==> src/rtl/nibble_serial_compare.sv <==
// nibble_serial_compare: serial MSB-first nibble magnitude comparator with a 3-bit cascade input.
// Build option: define EARLY_EXIT_EN to finish on the first unequal nibble instead of stepping all nibbles.
// Ports:
//   iClk, iRst        clock, asynchronous active-high reset
//   iStart            start request, accepted only while idle
//   iData_a, iData_b  operands, 4*NIBBLES bits, captured on accepted start
//   iData             cascade {gt, eq, lt}, used when all nibbles are equal
//   oData             result {gt, lt, eq}, held until the next result
//   oValid            one-cycle strobe marking a new oData
//   oBusy             high while a compare is in progress
module nibble_serial_compare #(
    parameter int NIBBLES = 4
) (
    input  logic                 iClk,
    input  logic                 iRst,
    input  logic                 iStart,
    input  logic [4*NIBBLES-1:0] iData_a,
    input  logic [4*NIBBLES-1:0] iData_b,
    input  logic [2:0]           iData,
    output logic [2:0]           oData,
    output logic                 oValid,
    output logic                 oBusy
);
    localparam int IW = (NIBBLES > 1) ? $clog2(NIBBLES) : 1;
    typedef enum logic {IDLE, RUN} state_t;
    state_t               state_q;
    logic [4*NIBBLES-1:0] a_q, b_q;
    logic [2:0]           casc_q, data_q, data_d;
    logic [IW-1:0]        idx_q;
    logic                 dec_q, gt_q, valid_q;
    logic [3:0]           nib_a, nib_b;
    logic                 dec_d, gt_d, done_d;

    always_comb begin
        nib_a  = a_q[{idx_q, 2'b00} +: 4];
        nib_b  = b_q[{idx_q, 2'b00} +: 4];
        // once decided, later nibbles cannot change the outcome
        dec_d  = dec_q | (nib_a != nib_b);
        gt_d   = dec_q ? gt_q : (nib_a > nib_b);
`ifdef EARLY_EXIT_EN
        done_d = (idx_q == '0) | dec_d;
`else
        done_d = (idx_q == '0);
`endif
        // undecided: cascade {gt,eq,lt} is reordered to the {gt,lt,eq} result layout
        data_d = dec_d ? (gt_d ? 3'b100 : 3'b010) : {casc_q[2], casc_q[0], casc_q[1]};
    end

    always_ff @(posedge iClk or posedge iRst) begin
        if (iRst) begin
            state_q <= IDLE;
            a_q     <= '0;
            b_q     <= '0;
            casc_q  <= '0;
            idx_q   <= '0;
            dec_q   <= 1'b0;
            gt_q    <= 1'b0;
            data_q  <= '0;
            valid_q <= 1'b0;
        end else if (state_q == IDLE) begin
            valid_q <= 1'b0;
            if (iStart) begin
                a_q     <= iData_a;
                b_q     <= iData_b;
                casc_q  <= iData;
                idx_q   <= IW'(NIBBLES - 1);
                dec_q   <= 1'b0;
                gt_q    <= 1'b0;
                state_q <= RUN;
            end
        end else begin
            valid_q <= done_d;
            dec_q   <= dec_d;
            gt_q    <= gt_d;
            idx_q   <= idx_q - IW'(1);
            if (done_d) begin
                state_q <= IDLE;
                data_q  <= data_d;
            end
        end
    end

    assign oData  = data_q;
    assign oValid = valid_q;
    assign oBusy  = (state_q == RUN);
endmodule

==> config.mk <==
export PLATFORM = sky130hd
export DESIGN_NAME = nibble_serial_compare
export DESIGN_NICKNAME = d
export VERILOG_FILES = /design/src/rtl/nibble_serial_compare.sv
export SDC_FILE = /design/constraint.sdc
export NUM_CORES = 1
export LEC_CHECK = 0
export ABC_AREA = 1
export BUFFER_PORTS_ARGS = -buffer_cell sky130_fd_sc_hd__buf_2
export CORE_ASPECT_RATIO = 0.5
export CORE_MARGIN = 1
export CORE_UTILIZATION = 40
export DETAILED_ROUTE_END_ITERATION = 7
export GPL_TIMING_DRIVEN = 1
export HOLD_SLACK_MARGIN = 0.15
export PLACE_DENSITY_LB_ADDON = 0.15
export SKIP_LAST_GASP = 1
export SLEW_MARGIN = 10
export SYNTH_ARGS = -nofsm -noshare
export SYNTH_HDL_FRONTEND = slang
export SYNTH_SLANG_ARGS = --single-unit
==> constraint.sdc <==
create_clock -name iClk -period 4.9 [get_ports iClk]
set_input_delay 0.735 -clock iClk [delete_from_list [all_inputs] [get_ports iClk]]
set_output_delay 0.735 -clock iClk [all_outputs]
set_load 0.005 [all_outputs]
## Word level (Yosys, flattened, before mapping)

Index checks and enable logic that the tools add are counted.

| word-level totals | value |
|---|---|
| register bits after elaboration | 44 |
| word-level logic and storage cells | 32 |
| output and inout bits | 5 |
| bits of input ports | 38 |

| cells by class | value |
|---|---|
| shift-type cells | 2 |
| muxes and demuxes | 12 |
| add/sub/neg operators | 1 |
| equality and inequality tests | 1 |
| magnitude comparators | 1 |
| bitwise gates (word level) | 2 |
| reduce and logical (&&, ||, !) cells | 4 |

Operators by type and width:

| kind | count |
|---|---|
| indexed part select 16 x 5 -> 4 bit | 2 |
| 2-to-1 mux 1 bit | 8 |
| 2-to-1 mux 3 bit | 2 |
| > comparator 4 bit | 1 |
| 2-to-1 mux 2 bit | 2 |
| inequality test 4 bit | 1 |
| AND reduction 2 bit | 2 |
| logical NOT 2 bit | 1 |
| nonzero test 2 bit | 1 |
| subtractor 2 x 1 -> 2 bit (second input constant) | 1 |
| NOT 1 bit | 1 |
| bitwise OR 1 bit | 1 |

## Longest topological paths before layout

| logic depth | value |
|---|---|
| depth in word-level cells | 5 |
| depth in mapped cells | 14 |
| gate-level depth less buffers | 14 |

## Worst setup path before layout

Ideal clock, no wire load.

| path | value |
|---|---|
| path kind | flip-flop to flip-flop |
| start | reg idx_q[0] |
| end | reg data_q[1], in the netlist oData[1] |
| path buffers | 1 |
| arrival | 1.664 ns |
| cell stages (with the launch flop) | 10 |
| setup time | 0.127 ns |
| clock period less this slack | 1.791 ns |
| setup slack | 3.109 ns |
| required time | 4.773 ns |
| cell sequence | dfrtp_1 clkbuf_1 nand2_1 a32o_1 ha_1 nand2_1 nor2_1 nand2_1 o21ai_0 o21ai_0 |

| on the way | value |
|---|---|
| word-level cells in the longest chain between the ends | 5 |
| elaborated cells on any way between the ends | 10 |
| classes of those cells | order compare (1); eq/ne (1); shift (2); mux (3); bitwise (1); reduce/logical (2) |

Ends and longest elaborated chain:

| item | line | text |
|---|---|---|
| start, declared | 29 | `logic [IW-1:0] idx_q;` |
| start signal, assigned | 66 | `idx_q <= IW'(NIBBLES - 1);` |
| start signal, assigned | 75 | `idx_q <= idx_q - IW'(1);` |
| indexed part select 16 x 5 -> 4 bit, on equally long branches | 35, 36 |  |
| > comparator 4 bit | 39 | `gt_d = dec_q ? gt_q : (nib_a > nib_b);` |
| 2-to-1 mux 1 bit | 39 |  |
| 2-to-1 mux 3 bit (2 in a row) | 46 | `data_d = dec_d ? (gt_d ? 3'b100 : 3'b010) : {casc_q[2], casc_q[0], casc_q[1]};` |
| end signal, assigned | 78 | `data_q <= data_d;` |
| end, declared | 28 | `logic [2:0] casc_q, data_q, data_d;` |

Parallel ways exist; a longest one is shown, timed or not.
A chain may end at the register's enable or synchronous reset.

## Worst setup path in the final report

Same ends and word-level chain as after synthesis.

==> summary.md <==
| Metric | Value |
|---|---|
| Pwr per Cell Area | `692 nW/µm²` |
| Post-synthesis register bit count | `44` |
| Reg2reg setup slack | `2340 ps` |
| GRT Util Overall | `0.159` |
| Critical Path Start Type | `flop` |
| Reg2reg end | `oData[1]` |
| Cell variety after synth | `20` |
| First-pass GRT wire length | `6480 µm` |
| Final wirelength | `3980 µm` |
| Cell depth of the worst flop-to-flop path | `9` |
| Sum Neg Setup Slack | `0 ps` |
| Remaining global-route overflow | `0` |
| Die height | `52.8 µm` |
| Top Ports | `43` |
| Worst EP required | `5080 ps` |
| RSZ-0062 raised after global routing | `no` |
| Drt wl/cell | `13.4 µm` |
| Slew headroom | `0.337` |
| Max cap viols | `0` |
| Place WS | `2380 ps` |
| CTS tree | `yes` |
| Worst Hold Path EP | `gt_q` |
| Multiplexer area fraction after synthesis | `0.207` |
| Period minus WS final | `2560 ps` |
| Post-cts hold buffer count | `0` |
| CTS buffer count | `5` |
| Hold Path Depth | `2` |
| Number of global-route vias before repair | `1,287` |
| Clock sink total | `44` |
| Slew @ Worst Pin | `990 ps` |
| Met1 Use GR | `0.239` |
| Die area | `5470 µm²` |
| Maximum vdd drop | `0.000255 V` |
| Area Overhead vs Synth | `19.5%` |
| Antenna Nets Post-Route | `0` |
| Largest family of logic cells by synthesized area | `multiplexers` |
| Initial antenna violation count | `0` |
| Synth Area in Adders | `0.0303` |
| Core Util, Final | `0.500` |
| Area taken by multi-input logic gates | `858 µm²` |
| Final setup fails | `0` |
| Syn nets | `226` |
| Nets | `268` |
| GRT met2 Usage | `0.210` |
| Initial DRC count | `88` |
| Largest net degree at the start of global routing | `45` |
| Status | `finished clean` |
| Complex-gate fraction of the synthesized area | `0.0837` |
| Reg clk slew, reported paths | `80 ps` |
| Vias per Instance | `4.83` |
| Cell Rows | `18` |
| Core footprint | `4930 µm²` |
| CP arrival | `2740 ps` |
| Clk buf depth | `2` |
| Synth area leaders | `dfrtp_1 53%, mux2_4 11%, mux2_2 9.8%` |
| Register area | `1100 µm²` |
| Drt first pass iters | `4` |
| Worst Setup SP | `idx_q[0]` |
| Final GP Congestion | `0.774` |
| Post-synthesis cell count | `183` |
| Leak | `1.24 nW` |
| Fillers | `468` |
| Min-delay src | `gt_q` |
| Hold crit path type | `reg -> reg` |
| Layout Skew | `4.29 ps` |
| Netlist Area Pre-Place | `2060 µm²` |
| Critical path class | `reg -> reg` |
| Period utilization | `0.522` |
| Port bufs | `42` |
| Biggest area consumer among synthesized cells | `dfrtp_1` |
| Critical Path End Type | `flop` |
| Final hold viol count | `0` |
| Via count | `1,431` |
| Critical path fanouts, max | `21` |
| Final routed DRC violation total | `0` |
| GR peak layer | `met1` |
| Power consumption | `0.00171 W` |
| Starting density of the core | `0.418` |
| Simple-Gate Fraction of Synth Area | `0.0946` |
| RR Startpoint | `idx_q[0]` |
| DP HPWL | `2790 µm` |
| Peak Freq | `0.391 GHz` |
| Postcts setup bufs | `0` |
| Root buf cell | `clkbuf_8` |
| Antenna cells | `0` |
| H-tree Lvls | `2` |
| Synth Area in XOR/XNOR | `0` |
| Setup ws final | `2340 ps` |
| Fraction of layout cells with a size suffix above 1 | `0.381` |
| Sequential share of the synthesized area | `0.534` |
| Syn Area/Cell | `11.3 µm²` |
| YS warnings | `0` |
| Die width | `104 µm` |
| Latest clock arrival within the worst-skew pair | `300 ps` |
| Yosys top cell area share | `0.534` |
| Fin. max-slew vios | `0` |
| Met3 Usage GRT | `0.0497` |
| Post-cts gate resize count | `0` |
cells by family (layout without fill, tap and decap cells):
family,count (synthesis),count (layout)
adder cells (fa/ha/maj),5,5
buffers and inverters,19,62
AO/OA/AOI/OAI,31,31
flip-flops,44,44
multiplexers,33,33
AND/OR/NAND/NOR,51,51
worst max-delay path by stage:
stage	cells past startpoint	endpoint	slack, ps
floorplan	9	oData[1]	3110
global placement	9	oData[1]	2610
detailed placement	9	oData[1]	2380
CTS	9	oData[1]	2390
global route	9	oData[1]	2110
finish	9	oData[1]	2340
cell type report:
type / instances / area share
flip-flops and latches: 44 / 0.447
multi-input cells: 120 / 0.348
repair buffers: 43 / 0.0883
clock inverters: 3 / 0.0365
well taps: 70 / 0.0355
clock buffers: 5 / 0.0279
inverters: 11 / 0.0168
placed cells by master (no fill, tap or decap), types with 4 or more instances in the layout:
cell      netlist  layout
inv_1          10      10
nand2_1        28      28
o21ai_0        17      17
o22ai_1         4       4
mux2_4         15      15
mux2_2         18      18
ha_1            5       5
clkbuf_8        0       5
buf_2           2      42
nor2_1         21      21
a21oi_1         7       7
dfrtp_1        44      44
metal layers:
metal,routed length [µm],part of all wire
met1,2150,0.54
met2,1620,0.41
met3,175,0.044
met4,31,0.0078
met5,0,0
where the power goes:
| part | internal (W) | switching [W] | total [W] | leakage [nW] |
|---|---|---|---|---|
| Clock | 0.000255 | 0.000125 | 0.000380 | 0.0784 |
| Sequential | 0.000539 | 0.000132 | 0.000671 | 0.519 |
| Combinational | 0.000342 | 0.000313 | 0.000654 | 0.646 |
| Total | 0.00114 | 0.000571 | 0.00171 | 1.24 |
flip-flops by register name (all words and copies together), names as in the netlist:
name	count
a_q	16
b_q	16
casc_q	3
oData	3
idx_q	2
dec_q	1
gt_q	1
oBusy	1
oValid	1
metrics by stage:
stage	cell area (µm²)	hold slack (ps)	std cells
after global placement	2310	470	288
after global routing	2460	526	296
after CTS	2460	496	296
after floorplan	2060	449	183
after detailed placement	2310	474	288
final	2460	492	296
Yosys cell counts:
cell,number
nand3_1,1
o21ai_0,17
a22oi_1,1
nand2_1,28
clkbuf_1,2
a32o_1,2
a21oi_1,7
nand2_2,1
dfrtp_1,44
mux2_4,15
buf_8,1
mux2_2,18
o22ai_1,4
nor2_1,21
buf_4,1
inv_2,1
buf_2,2
inv_1,10
buf_6,2
ha_1,5
worst max-delay path: stages, from the launching register on:
cell and delay (ps):
dfrtp_1 720, inv_1 380, o21ai_0 250, o22ai_1 100, ha_1 300, nand2_1 70
nor2_1 220, nand2_1 100, o21ai_0 180, o21ai_0 110
No activity file was read; power rests on OpenSTA's default activity.
